[src/rtl/sap_pkg.sv]
// Shared SAP-1 definitions: the control-word bit positions, opcodes, the
// idle (NOP) control word and the control-word type. No ports.
package sap_pkg;

   localparam int CW_W = 12;

   // Control-word bit positions. A _N suffix marks an active-low bit.
   localparam int CP   = 11;
   localparam int EP   = 10;
   localparam int LM_N = 9;
   localparam int CE_N = 8;
   localparam int LI_N = 7;
   localparam int EI_N = 6;
   localparam int LA_N = 5;
   localparam int EA   = 4;
   localparam int SU   = 3;
   localparam int EU   = 2;
   localparam int LB_N = 1;
   localparam int LO_N = 0;

   localparam logic [3:0] OP_LDA  = 4'd0;
   localparam logic [3:0] OP_ADD  = 4'd1;
   localparam logic [3:0] OP_SUB  = 4'd2;
   localparam logic [3:0] OP_OUT  = 4'd14;
   localparam logic [3:0] OP_HALT = 4'd15;

   typedef logic [CW_W-1:0] control_word_t;

   // Every enable inactive: no loads, no bus drivers.
   localparam control_word_t NOP_WORD = 12'b0011_1110_0011;

endpackage

[src/rtl/sap_fetch_unit_if.sv]
// Fetch-unit signal bundle between the controller/W-bus side (master) and
// the fetch unit (slave).
//   control_word  controller -> fetch   12-bit decoded control word
//   bus_in        W-bus      -> fetch   resolved bus value
//   bus_out/bus_oe/bus_conflict         fetch unit's bus drive and status
//   instruction/halted                  opcode and sticky halt to controller
//   prog_en/prog_we/prog_addr/prog_data RAM programming port
interface sap_fetch_unit_if
   import sap_pkg::*;
#(
   parameter int ADDR_W = 4,
   parameter int DATA_W = 8
);
   control_word_t     control_word;
   logic [DATA_W-1:0] bus_in;
   logic [DATA_W-1:0] bus_out;
   logic              bus_oe;
   logic              bus_conflict;
   logic [3:0]        instruction;
   logic              halted;
   logic              prog_en;
   logic              prog_we;
   logic [ADDR_W-1:0] prog_addr;
   logic [DATA_W-1:0] prog_data;

   modport master (
      output control_word, bus_in, prog_en, prog_we, prog_addr, prog_data,
      input  bus_out, bus_oe, bus_conflict, instruction, halted
   );

   modport slave (
      input  control_word, bus_in, prog_en, prog_we, prog_addr, prog_data,
      output bus_out, bus_oe, bus_conflict, instruction, halted
   );
endinterface

[src/rtl/sap_ram16x8.sv]
// Program/data RAM: one clocked write port, one asynchronous read port.
// Contents are not affected by reset.
//   clock        write clock
//   we/waddr/wdata  write port
//   raddr/rdata     combinational read port
module sap_ram16x8 #(
   parameter int ADDR_W = 4,
   parameter int DATA_W = 8
) (
   input  logic              clock,
   input  logic              we,
   input  logic [ADDR_W-1:0] waddr,
   input  logic [DATA_W-1:0] wdata,
   input  logic [ADDR_W-1:0] raddr,
   output logic [DATA_W-1:0] rdata
);
   logic [DATA_W-1:0] mem [2**ADDR_W];

   always_ff @(posedge clock) begin
      if (we) mem[waddr] <= wdata;
   end

   assign rdata = mem[raddr];
endmodule

[src/rtl/sap_fetch_unit.sv]
// SAP-1 instruction-fetch stage: PC, MAR, RAM, IR, halt flag and W-bus mux,
// all decoded from the controller's control word.
//   clock  system clock (posedge)
//   reset  synchronous, active-high
//   bus    sap_fetch_unit_if slave: control word, W-bus in/out, opcode,
//          halt status and RAM programming port
module sap_fetch_unit
   import sap_pkg::*;
#(
   parameter int ADDR_W = 4,
   parameter int DATA_W = 8
) (
   input  logic             clock,
   input  logic             reset,
   sap_fetch_unit_if.slave  bus
);
   logic [ADDR_W-1:0] pc;
   logic [ADDR_W-1:0] mar;
   logic [DATA_W-1:0] ir;
   logic              halted_q;
   logic [DATA_W-1:0] ram_rdata;

   logic cpu_active;
   logic en_pc, en_ram, en_ir;
   logic unused_cw_bits;

   control_word_t cw;
   assign cw = bus.control_word;

   // Bits consumed by the accumulator/B/output stages, not here.
   assign unused_cw_bits = ^{cw[LA_N], cw[EA], cw[SU], cw[EU], cw[LB_N], cw[LO_N]};

   // Program mode and halt both mask the whole control word.
   assign cpu_active = !bus.prog_en && !halted_q;
   assign en_pc  = cpu_active && cw[EP];
   assign en_ram = cpu_active && !cw[CE_N];
   assign en_ir  = cpu_active && !cw[EI_N];

   sap_ram16x8 #(.ADDR_W(ADDR_W), .DATA_W(DATA_W)) u_ram (
      .clock (clock),
      .we    (bus.prog_en && bus.prog_we),
      .waddr (bus.prog_addr),
      .wdata (bus.prog_data),
      .raddr (mar),
      .rdata (ram_rdata)
   );

   always_comb begin
      bus.bus_out = '0;
      if (en_pc)       bus.bus_out = DATA_W'(pc);
      else if (en_ram) bus.bus_out = ram_rdata;
      else if (en_ir)  bus.bus_out = DATA_W'(ir[ADDR_W-1:0]);
   end

   assign bus.bus_oe       = en_pc || en_ram || en_ir;
   assign bus.bus_conflict = (en_pc && en_ram) || (en_pc && en_ir) || (en_ram && en_ir);
   assign bus.instruction  = ir[DATA_W-1 -: 4];
   assign bus.halted       = halted_q;

   always_ff @(posedge clock) begin
      if (reset) begin
         pc       <= '0;
         mar      <= '0;
         ir       <= '0;
         halted_q <= 1'b0;
      end else if (cpu_active) begin
         if (cw[CP])    pc  <= pc + ADDR_W'(1);
         if (!cw[LM_N]) mar <= bus.bus_in[ADDR_W-1:0];
         if (!cw[LI_N]) begin
            ir <= bus.bus_in;
            if (bus.bus_in[DATA_W-1 -: 4] == OP_HALT) halted_q <= 1'b1;
         end
      end
   end
endmodule

[src/flat_wrapper.sv]
// flat-port wrapper written by rule: the top's interface ports become plain ports
module sap_fetch_unit_flat import sap_pkg::*;
#(
   parameter int ADDR_W = 4,
   parameter int DATA_W = 8
)
  (clock, reset, bus_control_word, bus_bus_in, bus_prog_en, bus_prog_we, bus_prog_addr, bus_prog_data, bus_bus_out, bus_bus_oe, bus_bus_conflict, bus_instruction, bus_halted);
  sap_fetch_unit_if #(.ADDR_W(ADDR_W), .DATA_W(DATA_W)) bus_i ();
  input  logic clock;
  input  logic reset;
  input wire logic [$bits(bus_i.control_word)-1:0] bus_control_word;
  input wire logic [$bits(bus_i.bus_in)-1:0] bus_bus_in;
  input wire logic [$bits(bus_i.prog_en)-1:0] bus_prog_en;
  input wire logic [$bits(bus_i.prog_we)-1:0] bus_prog_we;
  input wire logic [$bits(bus_i.prog_addr)-1:0] bus_prog_addr;
  input wire logic [$bits(bus_i.prog_data)-1:0] bus_prog_data;
  output wire logic [$bits(bus_i.bus_out)-1:0] bus_bus_out;
  output wire logic [$bits(bus_i.bus_oe)-1:0] bus_bus_oe;
  output wire logic [$bits(bus_i.bus_conflict)-1:0] bus_bus_conflict;
  output wire logic [$bits(bus_i.instruction)-1:0] bus_instruction;
  output wire logic [$bits(bus_i.halted)-1:0] bus_halted;
  assign bus_i.control_word = bus_control_word;
  assign bus_i.bus_in = bus_bus_in;
  assign bus_i.prog_en = bus_prog_en;
  assign bus_i.prog_we = bus_prog_we;
  assign bus_i.prog_addr = bus_prog_addr;
  assign bus_i.prog_data = bus_prog_data;
  assign bus_bus_out = bus_i.bus_out;
  assign bus_bus_oe = bus_i.bus_oe;
  assign bus_bus_conflict = bus_i.bus_conflict;
  assign bus_instruction = bus_i.instruction;
  assign bus_halted = bus_i.halted;
  sap_fetch_unit #(.ADDR_W(ADDR_W), .DATA_W(DATA_W)) u_core (.clock(clock), .reset(reset), .bus(bus_i));
endmodule
[config.mk]
export PLATFORM = sky130hd
export DESIGN_NAME = sap_fetch_unit_flat
export DESIGN_NICKNAME = d
export VERILOG_FILES = /design/src/rtl/sap_pkg.sv /design/src/rtl/sap_fetch_unit_if.sv /design/src/rtl/sap_ram16x8.sv /design/src/rtl/sap_fetch_unit.sv /design/src/flat_wrapper.sv
export SDC_FILE = /design/constraint.sdc
export NUM_CORES = 1
export LEC_CHECK = 0
export CORE_UTILIZATION = 25
export DETAILED_ROUTE_END_ITERATION = 12
export PLACE_DENSITY_LB_ADDON = 0.05
export SLEW_MARGIN = 10
export SYNTH_ARGS = -nofsm -noshare
export SYNTH_HDL_FRONTEND = slang
export SYNTH_SLANG_ARGS = --single-unit
[constraint.sdc]
create_clock -name clock -period 2.9 [get_ports clock]
set_clock_uncertainty 0.05 [all_clocks]
set_input_delay 0.58 -clock clock [delete_from_list [all_inputs] [get_ports clock]]
set_output_delay 0.58 -clock clock [all_outputs]
set_load 0.005 [all_outputs]
==> reports/summary.md <==
The kind of path behind the tightest hold check was flop to flop. STA classifies the critical path startpoint as a flop. The number of endpoints with negative hold slack in the final report is 0. Summed over all cells, the static leakage comes to 2.44 nW.

The cell area after synthesis was 0.00596 mm2. Worst IR drop on VDD: 0.000331 V. The global-route wire length before repair was 22.4 mm. The number of antenna violations at the first check in global routing was 0; the post-route antenna net violation count was 0. Relative to the synthesized area, the layout overhead comes to 27.6%.

In the layout the commonest cells are edfxtp_1, clkdlybuf4s50_1, buf_4. Prior to clock tree synthesis, the placed netlist has a worst setup slack of -0.242 ns. For this run, the slowest stage of the critical path takes 0.55 ns. The logs give 0 for the count of unresolved DRC violations after routing and 395 for the net count of the mapped netlist. The power per standard cell area came out at 636 mW/mm2. The signal on the critical path passes through buf_12 -> mux4_2 -> mux2i_2 -> o22ai_2 -> dlygate4sd2_1.

The share of flip-flops with an asynchronous set or reset was 0; the overall routed net length was 14.7 mm. The overall power is 4.83 mW, and the total track usage is 0.131. The initialized floorplan defines 56 standard-cell rows. CTS saw 149 sinks. The floorplan step defined a core boundary enclosing 0.0234 mm2. For the via count of the first global-routing pass, the log shows 3540. For this block, the via count after detailed routing is 3305.

0 antenna diodes ended up in the layout. The die is 156 um wide. The average detailed-routed wire length per instance is 19.1 um. Yosys mapped a number of flops with a built-in enable equal to 128. Placed wire-length estimate: 9.99 mm.

TritonCTS created 17 clock buffers. Endpoint required time on the critical path: 2.27 ns. Startpoint of the worst hold path: u_core.mar[2]$_SDFFE_PP0P_.

The maximum clock insertion buffer count came out at 2. The worst-case reg-to-reg path depth works out to 5. For the total overflow reported by the global router, the log shows 0.

In this run, the number of DRC markers left after iteration 0 of detailed routing was 260. The congestion estimate from routability-driven global placement came to 0.743. The initial standard-cell utilization of the core is 0.255.

The die covers 0.0245 mm2. In the synthesized netlist the dominant register cell turns out to be edfxtp_1. The highest clock frequency the design can meet was 0.361 GHz; the source-to-sink clock delay at the later pin of the worst-skew pair was 0.41 ns.

The count of buffer and inverter cells on the critical path is 2, and the layout cell share with drive strength beyond 1 is 0.257. The count of boundary I/O pins is 51, and the sequential element share of the synthesized area is 0.716. Cell at the root of the clock tree: clkbuf_16.

Across the run, the number of max-cap violations was 0. The count of mapped cells out of synthesis is 358, and the post-synthesis cell type count is 39. The clock-pin slew on the worst setup and hold paths was 0.06 ns; the final critical delay including setup and external delays was 2.77 ns.

The reg-to-reg endpoint was u_core.ir[0]$_SDFFE_PP0P_. The die is 156 um tall. Critical path data arrival time: 2.14 ns.

In the final design database the tool counted 476 nets. The number of synthesized register bits was 149. STA classifies the critical path endpoint as an output port. The actual transition at the worst max-transition pin was 0.696 ns. Critical path start-end classification: flop to output port.

The final cycle utilization of the critical path is 0.955, and the worst hold path depth is 2. The logs give 0.534 for the headroom to the max-slew limit and 0.132 ns for the worst setup margin. The tools report the worst reg2reg path startpoint as u_core.bus.halted$_SDFFE_PP0P_.

The gate family responsible for the most delay along the worst path was multiplexers. Using the TritonRoute via totals, the vias-per-cell ratio works out to 4.29. TritonCTS built the clock tree.

The total of endpoints with negative setup slack in the final report came out at 0. Setup repair after global routing left no endpoint under its margin. The highest-delay cell along the critical path was mux4_2.

The count of yosys warnings during synthesis is 0, and the synthesized area per cell is 16.6 um2. Of all nets on the critical path, the largest fanout is 10. The logs give 0 for the final count of pins violating max slew and 1.41 ns for the slack of the worst reg-to-reg path. The run gives 18 as the pin count of the biggest net entering global routing. CTS built an H-tree with a depth of 4. Input and output buffers added on the ports amount to 44. Leaving out fill and tap cells, the most frequent cell in the layout is edfxtp_1. The iteration count of the initial detailed-routing pass came out at 4. The tools report the hold buffer count at cts as 0. The flow ran to the end, and the final reports show no timing, DRC or antenna violations.
cell type report:
type	count	area, um2
Clock inverter	13	144
Timing Repair Buffer	82	749
Clock buffer	19	433
Tap cell	319	399
Sequential cell	149	4270
Inverter	1	3.75
Fill cell	2355	15800
Multi-Input combinational cell	188	1600
power by group:
group	leakage [nW]	switching (mW)	internal (mW)
Clock	0.272	0.949	1.21
Sequential	1.33	0.0158	2.36
Combinational	0.838	0.158	0.138
logic make-up after synthesis:
logic type | synth area share
AOI/OAI and AO/OA | 0.0617
xor gates and xnor gates | 0.00294
adders and majority gates | 0.00378
buffers and inverters | 0.0281
DFF | 0.716
muxes | 0.131
and+or+nand+nor | 0.0563
timing repair:
action / CTS / global route
endpoints found under the setup margin: 8 / 8
cloned: 1 / 0
pin swaps: 7 / 7
gates resized for setup: 38 / 16
setup buffers: 3 / 0
cell usage after synthesis, types with 2 or more instances:
library cell | number | area share
o2111ai_1 | 3 | 0.0044
buf_2 | 3 | 0.0025
xor2_1 | 2 | 0.0029
a31oi_1 | 3 | 0.0032
a32oi_1 | 3 | 0.0044
o22ai_1 | 5 | 0.0052
o211ai_1 | 3 | 0.0038
nor2b_1 | 2 | 0.0021
mux2i_1 | 34 | 0.057
nor2_1 | 22 | 0.014
a22oi_1 | 13 | 0.016
mux4_1 | 4 | 0.018
o21ai_0 | 14 | 0.012
nand2b_1 | 5 | 0.0052
mux4_2 | 15 | 0.057
dfxtp_1 | 21 | 0.071
buf_6 | 2 | 0.0038
clkbuf_1 | 4 | 0.0025
nand2_1 | 24 | 0.015
edfxtp_1 | 128 | 0.65
nor3_1 | 6 | 0.0050
nand3_1 | 3 | 0.0025
or3_1 | 2 | 0.0021
buf_12 | 2 | 0.0067
a21oi_1 | 15 | 0.013
buf_4 | 7 | 0.0088
worst max path at each step:
stage	startpoint	end	slack, ns	depth (start not counted)
2_1_floorplan	bus_prog_en	bus_bus_out[0]	0.76	5
3_3_place_gp	bus_prog_en	bus_bus_out[6]	-0.23	6
3_5_place_dp	bus_prog_en	bus_bus_out[0]	-0.24	7
4_1_cts	bus_prog_en	bus_bus_out[7]	-0.04	8
5_1_grt	flop	bus_bus_out[6]	0.01	5
6_report	flop	bus_bus_out[5]	0.13	5
tightest hold or removal path, cell delays in order, from the launching register on:
cell     delay, ns
dfxtp_1       0.29
o21ai_0       0.06
a21oi_1       0.08
state kept, by name, indices dropped and copies added, names as in the netlist, named ones only:
name	count
u_core.pc	4
u_core.ir	8
u_core.bus.halted	1
u_core.u_ram.mem	128
u_core.mar	4
stage by stage:
| stage | instances | instance area, um2 | TNS, ns | util | hold slack (ns) |
|---|---|---|---|---|---|
| 2_1_floorplan | 358 | 5960 | 0 | - | 0.403 |
| 3_3_place_gp | 736 | 6920 | -1.70 | 0.296 | 0.410 |
| 3_5_place_dp | 736 | 6920 | -1.61 | 0.296 | 0.416 |
| 4_1_cts | 772 | 7630 | -0.0383 | 0.326 | 0.429 |
| 5_1_grt | 771 | 7600 | 0 | 0.325 | 0.449 |
| 6_report | 771 | 7600 | 0 | 0.325 | 0.425 |
routing by layer:
metal,wire length (um),global-route usage,share of wire,vias to the layer above
met3,493,0.0327,0.033,10
li1,-,-,-,1574
met1,6860,0.166,0.47,1651
met5,0,0,0,-
met2,7170,0.219,0.49,70
met4,197,0.0439,0.013,0
(Power assumes the default switching activity.)
